===== src/rtl/top_robertsons.sv =====
// Sequential signed multiplier using Robertson's add/shift algorithm.
// Performs one N-cycle multiply after each reset release, then holds the product with done high.
module top_robertsons #(
   parameter int N = 8
) (
   input  logic             clk,
   input  logic             reset,
   input  logic [N-1:0]     multiplier,
   input  logic [N-1:0]     multiplicand,
   output logic [2*N-1:0]   product,
   output logic             done
);

   localparam int CW = $clog2(N) + 1;

   typedef enum logic [1:0] {
      LOAD = 2'd0,
      RUN  = 2'd1,
      DONE = 2'd2
   } state_t;

   state_t           state_r;
   state_t           next_state_s;
   logic [N-1:0]     a_r;
   logic [N-1:0]     q_r;
   logic [N-1:0]     m_r;
   logic [CW-1:0]    count_r;
   logic [2*N-1:0]   product_r;
   logic             done_r;
   logic [N:0]       sum_s;
   logic             last_step_s;

   function automatic logic [N:0] sext(input logic [N-1:0] v);
      return {v[N-1], v};
   endfunction

   // State register
   always_ff @(posedge clk or negedge reset) begin
      if (!reset) begin
         state_r <= LOAD;
      end else begin
         state_r <= next_state_s;
      end
   end

   // Next-state logic
   always_comb begin
      next_state_s = state_r;
      case (state_r)
         LOAD:    next_state_s = RUN;
         RUN:     next_state_s = last_step_s ? DONE : RUN;
         DONE:    next_state_s = DONE;
         default: next_state_s = LOAD;
      endcase
   end

   // Step arithmetic: the final step subtracts M to weight the multiplier sign bit negatively
   always_comb begin
      last_step_s = (count_r == CW'(N - 1));
      if (q_r[0]) begin
         if (last_step_s) begin
            sum_s = sext(a_r) - sext(m_r);
         end else begin
            sum_s = sext(a_r) + sext(m_r);
         end
      end else begin
         sum_s = sext(a_r);
      end
   end

   // Datapath and registered outputs
   always_ff @(posedge clk or negedge reset) begin
      if (!reset) begin
         a_r       <= '0;
         q_r       <= '0;
         m_r       <= '0;
         count_r   <= '0;
         product_r <= '0;
         done_r    <= 1'b0;
      end else begin
         case (state_r)
            LOAD: begin
               m_r     <= multiplicand;
               q_r     <= multiplier;
               a_r     <= '0;
               count_r <= '0;
            end
            RUN: begin
               a_r     <= sum_s[N:1];
               q_r     <= {sum_s[0], q_r[N-1:1]};
               count_r <= count_r + CW'(1);
               if (last_step_s) begin
                  product_r <= {sum_s[N:1], sum_s[0], q_r[N-1:1]};
                  done_r    <= 1'b1;
               end else begin
                  product_r <= product_r;
                  done_r    <= done_r;
               end
            end
            DONE: begin
               product_r <= product_r;
               done_r    <= done_r;
            end
            default: begin
               product_r <= '0;
               done_r    <= 1'b0;
            end
         endcase
      end
   end

   assign product = product_r;
   assign done    = done_r;

endmodule


===== config.mk =====
export PLATFORM = sky130hd
export DESIGN_NAME = top_robertsons
export DESIGN_NICKNAME = d
export VERILOG_FILES = /design/src/rtl/top_robertsons.sv
export SDC_FILE = /design/constraint.sdc
export NUM_CORES = 1
export LEC_CHECK = 0
export CAP_MARGIN = 20
export CORE_AREA = 2 2 57 99
export CTS_BUF_LIST = sky130_fd_sc_hd__clkbuf_4 sky130_fd_sc_hd__clkbuf_8
export CTS_CLUSTER_SIZE = 20
export DETAILED_ROUTE_END_ITERATION = 10
export DIE_AREA = 0 0 59 101
export PLACE_DENSITY = 0.72
export SLEW_MARGIN = 20
export SYNTH_ARGS = -nofsm -noshare
export SYNTH_HDL_FRONTEND = slang
export SYNTH_SLANG_ARGS = --single-unit

===== constraint.sdc =====
create_clock -name clk -period 3.8 [get_ports clk]
set_clock_uncertainty 0.2 [all_clocks]
set_input_delay 0.57 -clock clk [delete_from_list [all_inputs] [get_ports clk]]
set_output_delay 0.57 -clock clk [all_outputs]
set_load 0.1 [all_outputs]

# Word-level counts from Yosys, hierarchy flattened
# Cells that the tools add are included.
[word_totals]
register_bits = 47
latchBits = 0
ramBits = 0
rom_bits = 0
inputBits = 18
out_inout_bits = 17
mem_count = 0
[op_classes]
addsub = 3
n_mul = 0
div_mod_pow = 0
order_cmp = 0
n_eq_ne = 4
n_shift = 0
muxes = 11
n_bitwise = 1
reduce_logical = 4
[ops]
columns = ["op", "count"]
rows = [
  ["$pmux W16 S2", 1],
  ["$pmux W8 S2", 2],
  ["$mux W9", 2],
  ["$mux W16", 1],
  ["$add A8 B8 Y9", 1],
  ["$sub A8 B8 Y9", 1],
  ["$pmux W4 S2", 1],
  ["$pmux W2 S3", 1],
  ["$add A4 B1 Y4 const B", 1],
  ["$eq A4 B3 Y1 const B", 1],
  ["$eq A2 B1 Y1 const B", 1],
  ["$eq A2 B2 Y1 const B", 1],
  ["$logic_not A2 Y1", 1],
  ["$mux W2", 1],
  ["$ne A2 B2 Y1 const B", 1],
  ["$pmux W1 S2", 1],
  ["$reduce_and A2 Y1", 1],
  ["$reduce_bool A2 Y1", 1],
  ["$reduce_or A2 Y1", 1],
  ["$mux W1", 1],
  ["$not A1 Y1", 1],
]

# Logic depth before layout (Yosys ltp)
# Gate-level depths: netlist of the first run.
[logic_depth]
word_depth = 5
mapped_depth = 12
depth_no_buf = 12

# Worst setup path before layout of the first run
# Ideal clock, no wire load.
[synth_path]
path_kind = "reg-to-reg"
start = "register count_r[0]"
end = "register a_r[4]"
arrival_time_ps = 2519
required_ps = 3468
slack_ps = 949
stages_incl_launch_ff = 11
n_path_buf = 0
period_less_slack_ps = 2851
cell_sequence = "dfrtp_1 > ha_1 > nand3b_1 > mux2i_1 > ha_1 > nor2b_1 > o31a_1 > o21a_1 > or3_1 > a31oi_1 > o21ai_0"
[synth_between]
elab_chain_len = 4
[synth_rtl]
columns = ["element", "line", "text"]
rows = [
  ["from (decl)", "27", "logic [CW-1:0] count_r;"],
  ["from (signal assigned)", "91", "count_r <= count_r + CW'(1);"],
  ["$eq A4 B3 Y1", "59", "last_step_s = (count_r == CW'(N - 1));"],
  ["$mux W9", "61", "if (last_step_s) begin"],
  ["$mux W9", "60", "if (q_r[0]) begin"],
  ["$pmux W8 S2", "81", "case (state_r)"],
  ["to (signal assigned)", "89", "a_r <= sum_s[N:1];"],
  ["to (decl)", "24", "logic [N-1:0] a_r;"],
]
# No other way between the ends.
# A chain may end at the register's enable or synchronous reset.

# Worst setup path in the final report of the first run
# Same ends and word-level chain as after synthesis.

==> flow_metrics.tcl, run 1 <==
set metrics [dict create \
    status "complete, no violations" \
    grt_pass1_vias 1920 \
    clkPwrFrac_pct 13.3 \
    avgSynthCellArea_um2 9.93 \
    ys_seq_area_share_pct 47.2 \
    power.internal_mw 1.19 \
    drt-pass1-iter-count 4 \
    place.gp.congestion 0.853 \
    p_leak_nw 1.28 \
    worstPathMaxFanout 9 \
    wl_per_cell_um 16.1 \
    vias 1945 \
    overflow 0 \
    numPortBuffers 34 \
    synth.distinct_cells 43 \
    htree_levels 2 \
    hold_class "in -> async" \
    cts_root_buf "clkbuf_8" \
    max_stage_delay_ns 0.41 \
    powerDensity_nw_per_um2 800 \
    wl_um 5440 \
    netSwitchingFraction_pct 49.7 \
    die_h_um 101 \
    path_delay_family "simple AND/OR/NAND/NOR gates" \
    final.period_utilization_pct 82.1 \
    drc 0 \
    core_area_um2 5170 \
    nets 311 \
    relSlewSlack_pct 34.2 \
    synthCells 251 \
    antenna_cells 0 \
    cp-end-kind "register" \
    cp_cell_sequence "ha_1 -> nand3b_1 -> mux2i_1 -> ha_1 -> nor2b_1 -> o31a_1 -> o21a_1 -> or3_1 -> a31oi_1 -> o21ai_0" \
    max-cap-violations 0 \
    antenna_found_initial 0 \
    drtIter0Drc 49 \
    syn_area_um2 2490 \
    numCtsBuffers 5 \
    core.rowCount 35 \
    critPathRequiredTime_ns 3.77 \
    cts_tree "done" \
    fmax_mhz 321 \
    grt_max_degree 48 \
    yosysTopAreaCell "dfrtp_1" \
    cts-resized-gates 0 \
    start_util_pct 48.3 \
    rsz0062_at_grt "no" \
    comb_power_share_pct 53.6 \
    yosysWarningCount 0 \
    setup.worst_path.start_class "register" \
    grt_usage_pct 19.7 \
    worst_pin_slew_ns 0.980 \
    vdd_drop_max_uv 623 \
    n_fill_cell 460 \
    finalCriticalPeriod_ns 3.12 \
    synth-edff-count 0 \
    cp.buffers_inverters 0 \
    p_total_mw 2.35 \
    grt_pass1_wl_um 8920 \
    clk_pin_slew_worst_paths_ns 0.09 \
    dp_hpwl_um 3980 \
    area_growth_pct 18.1 \
    synthArstFlopShare_pct 100 \
    cts_hold_buffers 0 \
    die_w_um 59 \
    pwr-share-seq_pct 33.2 \
    avgViaCountPerCell 5.75 \
    ant_nets 0 \
    cts_setup_buffers 0 \
    drv_slew 0 \
    hold_viol 0 \
    critPathArrivalTime_ns 3.09 \
    drive_gt1_share_pct 8.83 \
    ys_seq_elements 47 \
    synth_top_area_share_pct 47.2 \
    crit_slowest_cell "dfrtp_1" \
    clk_latency_ns 0.30 \
    cts-root-to-sink-buffers 2 \
    finalSetupViolations 0 \
    crit_top_cell "ha_1" \
    numClockSinks 47 \
    finalSetupTns_ns 0 \
    die_area_um2 5960 \
    syn_nets 280 \
    top_level_ports 35 \
    ys.flop_type "dfrtp_1" \
    p_sw_mw 1.17 \
    critical_path_class "reg -> reg" \
    synthTopCellsByArea "dfrtp_1, ha_1, nand2_1" \
]
Yosys cell counts, types with 2 or more instances:
cell / number
a211oi_1: 3
a21o_1: 2
a21oi_1: 11
a22o_1: 4
a22oi_1: 7
a31oi_1: 2
buf_1: 3
buf_2: 3
clkbuf_1: 4
dfrtp_1: 47
ha_1: 10
inv_1: 15
mux2_2: 10
mux2i_1: 11
nand2_1: 33
nand3_1: 2
nor2_1: 12
nor2b_1: 3
nor3_1: 2
o21a_1: 2
o21ai_0: 23
o21ai_1: 2
o22ai_1: 8
o31ai_1: 4
xnor2_1: 8
xor2_1: 3
cells in the final DEF, fill, tap and decap left out, drive strengths merged, types with 8 or more instances in the layout:
cell and count:
dfrtp 47, nand2 33, clkdlybuf4s50 33, o21ai 25, inv 15, nor2 12, a21oi 12, mux2i 11
mux2 10, ha 10, xnor2 8, o22ai 8
cell families (layout without fill, tap and decap cells):
logic type,Yosys count,after routing,share of synthesized area [%]
buf+inv,27,59,4.67
fa+ha+maj,11,11,5.82
simple gates,61,61,11.2
compound gates,73,73,18.4
mux,21,21,8.93
xor+xnor,11,11,3.86
flops,47,47,47.2
power by group through the flow:
stage / combinational, mW / sequential (mW) / clock, mW
5_1_grt: 1.33 / 0.804 / 0.325
6_report: 1.26 / 0.781 / 0.313
3_3_place_gp: 1.25 / 0.786 / 0
3_5_place_dp: 1.26 / 0.791 / 0
2_1_floorplan: 0.447 / 1.30 / 0
4_1_cts: 1.26 / 0.782 / 0.310
final cells by class:
class / count / area (um2) / share of cell area (%)
multi-input cells: 177 / 1200 / 40.8
flip-flops and latches: 47 / 1180 / 39.9
repair buffers: 36 / 353 / 12.0
clock buffers: 6 / 76.3 / 2.59
well taps: 55 / 68.8 / 2.34
inverters: 15 / 56.3 / 1.91
clock inverters: 2 / 12.5 / 0.425
per-layer routing:
layer,up-vias,track usage (%),share of wire (%)
met3,24,2.82,2.4
li1,949,-,-
met5,-,0,0
met2,39,34.0,52
met4,0,12.1,5.2
met1,933,22.1,40
sequential cells by signal, summed over array words and instances (netlist names):
register  count
product      16
a_r           8
m_r           8
count_r       4
q_r           8
done          1
state_r       2
per-stage QoR:
stage          hold WS, ns  setup slack [ns]  area (um2)  std cells  util (%)
2_1_floorplan       0.0744             0.949        2490        251         -
3_3_place_gp         0.261             0.778        2850        330      55.2
3_5_place_dp         0.271             0.699        2850        330      55.2
4_1_cts              0.287             0.670        2940        338      56.9
5_1_grt              0.126             0.464        2940        338      57.0
6_report            0.0562             0.680        2940        338      57.0
final timing paths:
path                                         start                       to  slack, ns  depth (start not counted)
hold / removal                               reset       q_r[6]$_DFFE_PN0P_       0.06                          1
max in group asynchronous                    reset     state_r[0]$_DFF_PN0_       2.93                          1
setup / recovery            count_r[0]$_DFFE_PN0P_       a_r[4]$_DFFE_PN0P_       0.68                         10
hold reg to reg            product[12]$_DFFE_PN0P_  product[12]$_DFFE_PN0P_       0.28                          2
setup reg to reg            count_r[0]$_DFFE_PN0P_       a_r[4]$_DFFE_PN0P_       0.68                         10
min in group clk           product[12]$_DFFE_PN0P_  product[12]$_DFFE_PN0P_       0.28                          2
Note: power is estimated with default switching activity, not from simulation.
==> run 2, diff against run 1 <==
Clock period 3.8 ns to 3.1 ns, I/O delays scaled along.
==> flow_metrics.tcl, run 2 (same netlist as run 1, synthesis figures left out) <==
set metrics [dict create \
    status "finished, violations left" \
    violations "negative hold slack" \
    cts-root-to-sink-buffers 2 \
    dp_hpwl_um 4170 \
    cts_root_buf "clkbuf_8" \
    fin_ws_ns 0.183 \
    hold_viol 2 \
    rsz0062_at_grt "no" \
    crit_end "product[14]$_DFFE_PN0P_" \
    finalSetupTns_ns 0 \
    p_total_mw 2.97 \
    die_w_um 59 \
    drc 0 \
    drtIter0Drc 62 \
    largest_reg_flops 16 \
    max_stage_delay_ns 0.54 \
    top_level_ports 35 \
    critPathArrivalTime_ns 2.91 \
    dr_wl_met3_um 141 \
    vias 1999 \
    crit_slowest_cell "or4_1" \
    p_leak_nw 1.36 \
    worst_pin_slew_ns 0.697 \
    nets 321 \
    avgViaCountPerCell 5.74 \
    htree_levels 2 \
    setup.worst_path.start_class "register" \
    final_cell_mix "dfrtp_1, nand2_1, buf_4" \
    holdWs_ns -0.00383 \
    relSlewSlack_pct 53.3 \
    wl_per_cell_um 16.4 \
    rr_worst_depth 10 \
    highest-signal-layer "met4" \
    numCtsBuffers 5 \
    ant_nets 0 \
    start_util_pct 48.3 \
    final_common_cell "dfrtp_1" \
    reg2reg_setup_slack_ns 0.18 \
    wl_met2_um 3160 \
    grt_pass1_wl_um 9760 \
    hold_class "in -> async" \
    reg2reg_from "count_r[0]$_DFFE_PN0P_" \
    die_area_um2 5960 \
    grt_max_degree 33 \
    core_area_um2 5170 \
    overflow 0 \
    final_util_pct 58.6 \
    cts_hold_buffers 0 \
    drt-pass1-iter-count 4 \
    antenna_cells 0 \
    critical_path_class "reg -> reg" \
    die_h_um 101 \
    clk_pin_slew_worst_paths_ns 0.09 \
    core.rowCount 35 \
    cts_tree "done" \
    antenna_found_initial 0 \
    pre_cts_slack_ns 0.103 \
    cp_cell_sequence "ha_2 -> and3b_2 -> a21oi_1 -> xnor2_1 -> ha_1 -> or4_1 -> o21ai_1 -> xor2_1 -> a211oi_1 -> mux2_2" \
    clk_latency_ns 0.30 \
    wl_um 5710 \
    worstReg2RegEnd "product[14]$_DFFE_PN0P_" \
    max-cap-violations 0 \
    worstPathMaxFanout 6 \
    cp_num_cells 10 \
    critPathRequiredTime_ns 3.09 \
    final.period_utilization_pct 94.1 \
    cp-end-kind "register" \
    fin_area_um2 3030 \
    numClockSinks 47 \
    grt_pass1_vias 2068 \
    path_delay_family "simple AND/OR/NAND/NOR gates" \
    drv_slew 0 \
    cp-startpoint "count_r[0]$_DFFE_PN0P_" \
    placed_area_um2 2870 \
    vdd_drop_max_uv 675 \
    finalCriticalPeriod_ns 2.92 \
    post-place-cells 338 \
    cp.buffers_inverters 0 \
    area_growth_pct 21.4 \
    fmax_mhz 343 \
    grt_usage_pct 21.4 \
    layout.cells.non_filler 348 \
    drive_gt1_share_pct 19.8 \
    met1Wirelength_um 2220 \
    numPortBuffers 34 \
    place.gp.congestion 0.850 \
    powerDensity_nw_per_um2 980 \
    finalSetupViolations 0 \
]
run 2: worst min path at each step:
stage	slack, ns	to	cells past startpoint	startpoint
6_report	-0.004	q_r[6]$_DFFE_PN0P_	1	reset
5_1_grt	0.05	product[9]$_DFFE_PN0P_	1	reset
4_1_cts	0.02	product[9]$_DFFE_PN0P_	1	reset
3_5_place_dp	0.28	product[8]$_DFFE_PN0P_	2	product[8]$_DFFE_PN0P_
3_3_place_gp	0.26	product[13]$_DFFE_PN0P_	2	product[13]$_DFFE_PN0P_
2_1_floorplan	-0.03	a_r[0]$_DFFE_PN0P_	0	reset
run 2: routing by layer:
metal,GRT usage [%],vias up
met5,0,-
li1,-,964
met2,37.7,41
met1,23.8,974
met4,11.4,0
met3,3.21,20
run 2: power by group:
| group | switching (mW) | leakage [nW] | internal [mW] |
|---|---|---|---|
| clock | 0.206 | 0.0612 | 0.261 |
| combinational | 1.08 | 0.746 | 0.467 |
| sequential | 0.156 | 0.551 | 0.799 |
| total | 1.44 | 1.36 | 1.53 |
run 2: cell type report:
type / count / area, um2
flip-flops and latches: 47 / 1180
fillers: 456 / 2140
clock buffers: 6 / 82.6
well taps: 55 / 68.8
clock inverters: 2 / 35.0
multi-input cells: 178 / 1230
repair buffers: 45 / 375
inverters: 15 / 56.3
run 2: repair_timing:
action,in CTS,in global routing
setup buffers,0,1
gates resized for setup,0,8
endpoints found under the setup margin,0,7
